<file path="src/rtl/fault_recovery_pkg.sv">
// Shared state encoding and default timing constants for the fault recovery supervisor.
package fault_recovery_pkg;

  typedef enum logic [1:0] {
    ST_IDLE       = 2'd0,
    ST_RESET_HOLD = 2'd1,
    ST_HOLDOFF    = 2'd2,
    ST_SAFE       = 2'd3
  } state_e;

  localparam int unsigned DEF_RST_CYCLES     = 4;
  localparam int unsigned DEF_HOLDOFF_CYCLES = 8;
  localparam int unsigned DEF_MAX_RETRIES    = 2;
  localparam int unsigned DEF_CNT_LENGTH     = 4;

  function automatic int unsigned max_u(input int unsigned a, input int unsigned b);
    return (a > b) ? a : b;
  endfunction

endpackage

</file>
<file path="src/rtl/fault_recovery_timer.sv">
// Loadable down-counter shared by the reset-hold and holdoff phases.
module recovery_timer #(
  parameter int unsigned MAX_VAL = 8
) (
  input  logic                           clk,
  input  logic                           reset_n,
  input  logic                           load,
  input  logic [$clog2(MAX_VAL+1)-1:0]   load_val,
  output logic                           done_c
);

  localparam int unsigned W = $clog2(MAX_VAL + 1);

  logic [W-1:0] count_q;
  logic [W-1:0] count_d;

  always_comb begin
    count_d = count_q;
    if (load) begin
      count_d = load_val;
    end else if (count_q != '0) begin
      count_d = count_q - W'(1);
    end
  end

  always_ff @(posedge clk or negedge reset_n) begin
    if (!reset_n) begin
      count_q <= '0;
    end else begin
      count_q <= count_d;
    end
  end

  assign done_c = (count_q == '0);

endmodule

</file>
<file path="src/rtl/fault_recovery.sv">
// Watchdog-driven subsystem supervisor: bounded reset retries, then latched safe mode.
module fault_recovery
  import fault_recovery_pkg::*;
#(
  parameter int unsigned RST_CYCLES     = DEF_RST_CYCLES,
  parameter int unsigned HOLDOFF_CYCLES = DEF_HOLDOFF_CYCLES,
  parameter int unsigned MAX_RETRIES    = DEF_MAX_RETRIES,
  parameter int unsigned CNT_LENGTH     = DEF_CNT_LENGTH
) (
  input  logic                                 clk,
  input  logic                                 reset_n,
  input  logic                                 timeout,
  input  logic                                 heartbeat_ok,
  input  logic                                 clear_fault,
  output logic                                 sub_reset_n,
  output logic                                 wd_kick,
  output logic                                 safe_mode,
  output logic [$clog2(MAX_RETRIES+1)-1:0]     retry_count,
  output logic [CNT_LENGTH-1:0]                fault_total
);

  localparam int unsigned RC_W    = $clog2(MAX_RETRIES + 1);
  localparam int unsigned TMR_MAX = max_u(RST_CYCLES, HOLDOFF_CYCLES);
  localparam int unsigned TMR_W   = $clog2(TMR_MAX + 1);

  state_e               state_q, state_d;
  logic [RC_W-1:0]      retry_q, retry_d;
  logic [CNT_LENGTH-1:0] fault_q, fault_d;
  logic                 sub_reset_n_q, sub_reset_n_d;
  logic                 wd_kick_q, wd_kick_d;
  logic                 safe_mode_q, safe_mode_d;
  logic                 tmr_load;
  logic [TMR_W-1:0]     tmr_val;
  logic                 tmr_done_c;

  recovery_timer #(
    .MAX_VAL (TMR_MAX)
  ) u_timer (
    .clk      (clk),
    .reset_n  (reset_n),
    .load     (tmr_load),
    .load_val (tmr_val),
    .done_c   (tmr_done_c)
  );

  always_comb begin
    state_d  = state_q;
    retry_d  = retry_q;
    fault_d  = fault_q;
    tmr_load = 1'b0;
    tmr_val  = '0;
    unique case (state_q)
      ST_IDLE: begin
        // timeout outranks a coincident heartbeat
        if (timeout) begin
          if (fault_q != '1) begin
            fault_d = fault_q + CNT_LENGTH'(1);
          end
          if (retry_q < RC_W'(MAX_RETRIES)) begin
            state_d  = ST_RESET_HOLD;
            retry_d  = retry_q + RC_W'(1);
            tmr_load = 1'b1;
            tmr_val  = TMR_W'(RST_CYCLES - 1);
          end else begin
            state_d = ST_SAFE;
          end
        end else if (heartbeat_ok) begin
          retry_d = '0;
        end
      end
      ST_RESET_HOLD: begin
        if (tmr_done_c) begin
          state_d  = ST_HOLDOFF;
          tmr_load = 1'b1;
          tmr_val  = TMR_W'(HOLDOFF_CYCLES - 1);
        end
      end
      ST_HOLDOFF: begin
        if (tmr_done_c) begin
          state_d = ST_IDLE;
        end
      end
      ST_SAFE: begin
        if (clear_fault) begin
          state_d = ST_IDLE;
          retry_d = '0;
        end
      end
      default: begin
        state_d = ST_IDLE;
      end
    endcase

    // Outputs are registered from the next state so they align with it
    sub_reset_n_d = !((state_d == ST_RESET_HOLD) || (state_d == ST_SAFE));
    wd_kick_d     = (state_d != ST_IDLE);
    safe_mode_d   = (state_d == ST_SAFE);
  end

  always_ff @(posedge clk or negedge reset_n) begin
    if (!reset_n) begin
      state_q       <= ST_IDLE;
      retry_q       <= '0;
      fault_q       <= '0;
      sub_reset_n_q <= 1'b1;
      wd_kick_q     <= 1'b0;
      safe_mode_q   <= 1'b0;
    end else begin
      state_q       <= state_d;
      retry_q       <= retry_d;
      fault_q       <= fault_d;
      sub_reset_n_q <= sub_reset_n_d;
      wd_kick_q     <= wd_kick_d;
      safe_mode_q   <= safe_mode_d;
    end
  end

  assign sub_reset_n = sub_reset_n_q;
  assign wd_kick     = wd_kick_q;
  assign safe_mode   = safe_mode_q;
  assign retry_count = retry_q;
  assign fault_total = fault_q;

endmodule

</file>
<file path="config.mk">
export PLATFORM = sky130hd
export DESIGN_NAME = fault_recovery
export DESIGN_NICKNAME = d
export VERILOG_FILES = /design/src/rtl/fault_recovery_pkg.sv /design/src/rtl/fault_recovery_timer.sv /design/src/rtl/fault_recovery.sv
export SDC_FILE = /design/constraint.sdc
export NUM_CORES = 1
export LEC_CHECK = 0
export CAP_MARGIN = 20
export CORE_UTILIZATION = 40
export DETAILED_ROUTE_END_ITERATION = 7
export GPL_TIMING_DRIVEN = 0
export PLACE_DENSITY_LB_ADDON = 0.15
export REMOVE_ABC_BUFFERS = 1
export SYNTH_ARGS = -nofsm -noshare
export SYNTH_HDL_FRONTEND = slang
export SYNTH_SLANG_ARGS = --single-unit
</file>
<file path="constraint.sdc">
create_clock -name clk -period 3.7 [get_ports clk]
set_input_delay 0.925 -clock clk [delete_from_list [all_inputs] [get_ports clk]]
set_output_delay 0.925 -clock clk [all_outputs]
set_load 0.05 [all_outputs]
</file>
# Word-level counts from Yosys, hierarchy flattened
# Cells that the tools add are included.
op_classes:
  add_sub_neg: 3
  order_cmp: 1
  eq_ne: 9
  mux: 21
  reduce_logical: 10
ops:
  columns: ["cell", "count"]
  rows:
  - ["2-to-1 mux 2 bit", 11]
  - ["2-to-1 mux 4 bit", 2]
  - ["one-hot mux 2 bit (4 select lines)", 1]
  - ["== test 2 bit (second input constant)", 3]
  - ["inequality test 3 bit (second input constant)", 2]
  - ["one-hot mux 3 bit (2 select lines)", 1]
  - ["nonzero test 2 bit", 3]
  - ["adder 4 x 1 -> 4 bit (second input constant)", 1]
  - ["== test 2 x 1 -> 1 bit (second input constant)", 2]
  - ["zero test 4 bit", 1]
  - ["inequality test 4 bit (second input constant)", 1]
  - ["one-hot mux 2 bit (2 select lines)", 1]
  - ["AND reduction 4 bit", 1]
  - ["nonzero test 4 bit", 1]
  - ["subtractor 4 x 1 -> 4 bit (second input constant)", 1]
  - ["2-to-1 mux 1 bit", 3]
  - ["2-to-1 mux 3 bit", 1]
  - ["AND reduction 3 bit", 1]
  - ["adder 2 x 1 -> 2 bit (second input constant)", 1]
  - ["zero test 2 bit", 1]
  - ["less-than comparator 2 bit (second input constant)", 1]
  - ["inequality test 2 bit (second input constant)", 1]
  - ["one-hot mux 1 bit (2 select lines)", 1]
  - ["zero test 1 bit", 1]
  - ["logical OR 1 bit", 1]
word_totals:
  register_bits: 15
  out_inout_bits: 9
  word_cells: 51

# Logic depth before layout (Yosys ltp)
depth:
  word_depth: 7
  ltp_mapped: 5
  depth_no_buf: 5

# By module
# A second synthesis with hierarchy kept.
hier_totals:
  cells_unflattened: 75
  hier_area_um2: 802.0
modules_own_cells:
  columns: ["mod", "instances", "cells_per_inst", "area_each_um2"]
  rows:
  - ["fault_recovery", 1, 53, 568.0]
  - ["recovery_timer", 1, 22, 234.0]

# Worst setup path before layout
# Ideal clock, no wire load.
synth_path:
  kind: "input to register"
  startpoint: "input port timeout"
  endpoint: "register fault_q[3], in the netlist fault_total[3]"
  setup_ns: 0.125
  arrival_ns: 1.591
  t_required_ns: 3.575
  slack_ns: 1.984
  path_stages: 3
  cell_sequence: "nor3b_4 -> nand4_1 -> mux2_2"
synth_via:
  elab_chain_len: 1
synth_rtl:
  columns: ["item", "line", "text"]
  rows:
  - ["start: declaration", "fault_recovery.sv:12", "input logic timeout,"]
  - ["AND reduction 3 bit (no line)", null, null]
  - ["end signal: assignment", "fault_recovery.sv:111", "fault_q <= fault_d;"]
  - ["end: declaration", "fault_recovery.sv:28", "logic [CNT_LENGTH-1:0] fault_q, fault_d;"]
# No other way between the ends.
# A chain may end at the register's enable or synchronous reset.

# Worst setup path after layout
layout_path:
  startpoint: "register sub_reset_n_q, in the netlist sub_reset_n"
  endpoint: "output port sub_reset_n"
layout_rtl:
  columns: ["item", "line", "text"]
  rows:
  - ["start: declaration", "fault_recovery.sv:29", "logic sub_reset_n_q, sub_reset_n_d;"]
  - ["start signal: assignment", "fault_recovery.sv:112", "sub_reset_n_q <= sub_reset_n_d;"]
  - ["end: declaration", "fault_recovery.sv:15", "output logic sub_reset_n,"]
# No word-level cell between the ends.

==> impl_metrics.json <==
{
  "path_cells": "clkdlybuf4s50_1",
  "pre_cts_ws_ps": 1320,
  "ctsHoldBuffers": 0,
  "post-cts-setup-buffer-count": 0,
  "r2r_end": "state_q[1]$_DFF_PN0_",
  "viasPerCell": 4.96,
  "synthTopCellsByArea": "dfrtp_1 47%, nand2_1 4.0%, dfstp_2 3.5%",
  "totalPowerFinal_uw": 916,
  "critPathMaxStageDelay_ps": 790,
  "drt_iter0_drc": 19,
  "cts_buffer_depth": 2,
  "initial_utilization_pct": 42.7,
  "ys_seq_elements": 15,
  "hold_viol_final": 0,
  "grt_first_pass_wirelength_um": 2260,
  "fin_worst_skew_ps": 1.31,
  "antenna_left": 0,
  "track_usage_pct": 16.1,
  "synth_cells": 73,
  "setup_violations": 0,
  "syn2layout_area_growth_pct": 23.0,
  "max_freq_mhz": 397,
  "synthArstFlopShare_pct": 100,
  "place_hpwl_um": 924,
  "placed_area_um2": 891,
  "ctsHtreeMaxLevel": 1,
  "crit_end": "sub_reset_n",
  "switching_power_uw": 435,
  "reg2reg_slack_ps": 2090,
  "routedWlPerCell_um": 11.4,
  "fin_nets": 96,
  "ys.flop_type": "dfrtp_1",
  "path_depth": 1,
  "rr_startpoint": "u_timer.count_q[0]$_DFFE_PN0P_",
  "route.detailed.drc": 0,
  "vias": 561,
  "power_switching_share_pct": 47.4,
  "syn_area_um2": 746,
  "slew_viol_final": 0,
  "wl_um": 1290,
  "cp_data_required_time_ps": 2770,
  "drt-pass1-iter-count": 4,
  "grt_max_degree": 16,
  "synth_edf_count": 0,
  "first_global_vias": 509,
  "die_w_um": 45.2,
  "critPathTopFamily": "buffers and inverters",
  "cp_num_buf_inv": 1,
  "path_max_fanout": 1,
  "max-slew-margin-rel_pct": 55.2,
  "drive_gt1_share_pct": 7.95,
  "p_leak_uw": 0.000376,
  "ir_worst_vdd_mv": 0.499,
  "row_count": 15,
  "worstSetupEndpointType": "output port",
  "slowest_stage": "clkdlybuf4s50_1",
  "port_buffers": 13,
  "cts_root_buf": "clkbuf_4",
  "clock_latency_ps": 280,
  "synth_top_area_share_pct": 47.0,
  "rsz0062_at_grt": "no",
  "worstPathArrival_ps": 1590,
  "worstRegToRegCells": 5,
  "cap_violations": 0,
  "cts_num_sinks": 15,
  "power.internal_uw": 482,
  "busiest_layer": "met1",
  "power_frac_comb_pct": 52.7,
  "cts-buffers-inserted": 3,
  "die_y_um": 45.2,
  "run_status": "finished clean",
  "path_clk_slew_ps": 90,
  "p_per_area_nw_per_um2": 999,
  "synthTopCellsByCount": "14 x dfrtp_1, 8 x nand2_1, 5 x nor3_1, 5 x o21ai_0",
  "setup_ws_ps": 1180,
  "die_area_um2": 2040,
  "met1_usage_pct": 23.5,
  "fin_area_um2": 917,
  "synth.most_common_cell": "dfrtp_1",
  "met2_usage_pct": 21.7,
  "synth_area_per_cell_um2": 10.2,
  "path_class": "flop to output port",
  "whs_ps": 500,
  "post-synth-top-area-cell": "dfrtp_1",
  "worst_pin_slew_ps": 669,
  "hold_path_class": "flop to flop",
  "synth.distinct_cells": 29,
  "ys_seq_area_share_pct": 50.5,
  "crit_start": "sub_reset_n$_DFF_PN1_",
  "final.setup.tns_ps": 0,
  "fin_crit_ps": 2520,
  "critPathLaunchType": "flop",
  "postCtsResizedCells": 0,
  "fillers": 170,
  "diodes": 0,
  "overflow": 0,
  "gp_congestion": 0.729,
  "use_met3_pct": 6.00,
  "yosysWarnings": 0,
  "p_seq_share_pct": 37.1,
  "io_pins": 14,
  "cts_tree": "done",
  "antenna_found_initial": 0,
  "core-area_um2": 1750,
  "post-route-period-util_pct": 68.0,
  "power.share.clock_pct": 10.2
}
## power groups by stage
stage | Clock (uW) | Sequential, uW | Combinational (uW)
after CTS | 98.2 | 340 | 488
after detailed placement | 0 | 341 | 488
after global routing | 107 | 357 | 527
after floorplan | 0 | 484 | 196
after global placement | 0 | 340 | 481
final | 93.6 | 340 | 482
## placed cells by master, fill, tap and decap left out
cell type,Yosys,layout
nand3_1,3,3
o22ai_1,1,1
nand2_1,8,8
a22o_1,1,1
o21ai_0,5,5
clkbuf_4,0,3
a21oi_1,3,3
dfstp_2,1,1
inv_1,4,4
dfrtp_1,14,14
and2_0,1,1
ha_1,2,2
and3_1,1,1
nor4b_1,1,1
nor2b_1,3,3
nor3_1,5,5
mux2_2,2,2
or3b_1,1,1
nand4_1,1,1
clkdlybuf4s50_1,0,13
xnor2_1,2,2
nand2b_1,4,4
nor2_1,1,1
a31oi_1,1,1
clkbuf_1,0,1
nor3b_4,1,1
nor3b_1,1,1
a221oi_1,1,1
a211oi_1,1,1
nand3b_1,2,2
## layout make-up
cell class | instances | area [um2] | area share [%]
clock buffer | 4 | 26.3 | 2.86
inverter | 4 | 15.0 | 1.64
multi-input combinational | 52 | 338 | 36.8
sequential | 15 | 377 | 41.1
tap | 25 | 31.3 | 3.41
timing repair buffer | 13 | 130 | 14.2
## kinds of logic (layout without fill, tap and decap cells)
logic type	count (synthesis)	after routing	share of synthesized area [%]
mux	2	2	3.02
buf+inv	6	21	4.19
compound gates	13	13	10.4
flops	15	15	50.5
fa+ha+maj	2	2	3.36
xor+xnor	2	2	2.35
simple gates	33	33	26.2
## state kept, by name (all words and copies together), names as in the netlist
name	cells
u_timer.count_q	4
wd_kick	1
fault_total	4
sub_reset_n	1
state_q	2
safe_mode	1
retry_count	2
## through the flow
step                util (%)  std cells
detailed placement      51.0        109
global placement        51.0        109
global route            52.5        113
finish                  52.5        113
CTS                     52.5        113
floorplan                  -         71
## routing by layer
layer	vias to the layer above	part of all wire, %	wire, um
met2	12	41	534
met5	-	0	0
met3	2	5.2	67
met4	0	0.93	12
li1	288	-	-
met1	259	52	674
## how the worst min path moves through the flow
stage,startpoint,endpoint,slack (ps),depth (start not counted)
6_report,retry_count[0]$_DFFE_PN0P_,retry_count[0]$_DFFE_PN0P_,500,1
5_1_grt,retry_count[0]$_DFFE_PN0P_,retry_count[0]$_DFFE_PN0P_,520,1
4_1_cts,retry_count[0]$_DFFE_PN0P_,retry_count[0]$_DFFE_PN0P_,510,1
3_5_place_dp,retry_count[0]$_DFFE_PN0P_,retry_count[0]$_DFFE_PN0P_,490,1
3_3_place_gp,retry_count[0]$_DFFE_PN0P_,retry_count[0]$_DFFE_PN0P_,490,1
2_1_floorplan,u_timer.count_q[1]$_DFFE_PN0P_,u_timer.count_q[1]$_DFFE_PN0P_,550,2
Note: power is estimated with default switching activity, not from simulation.
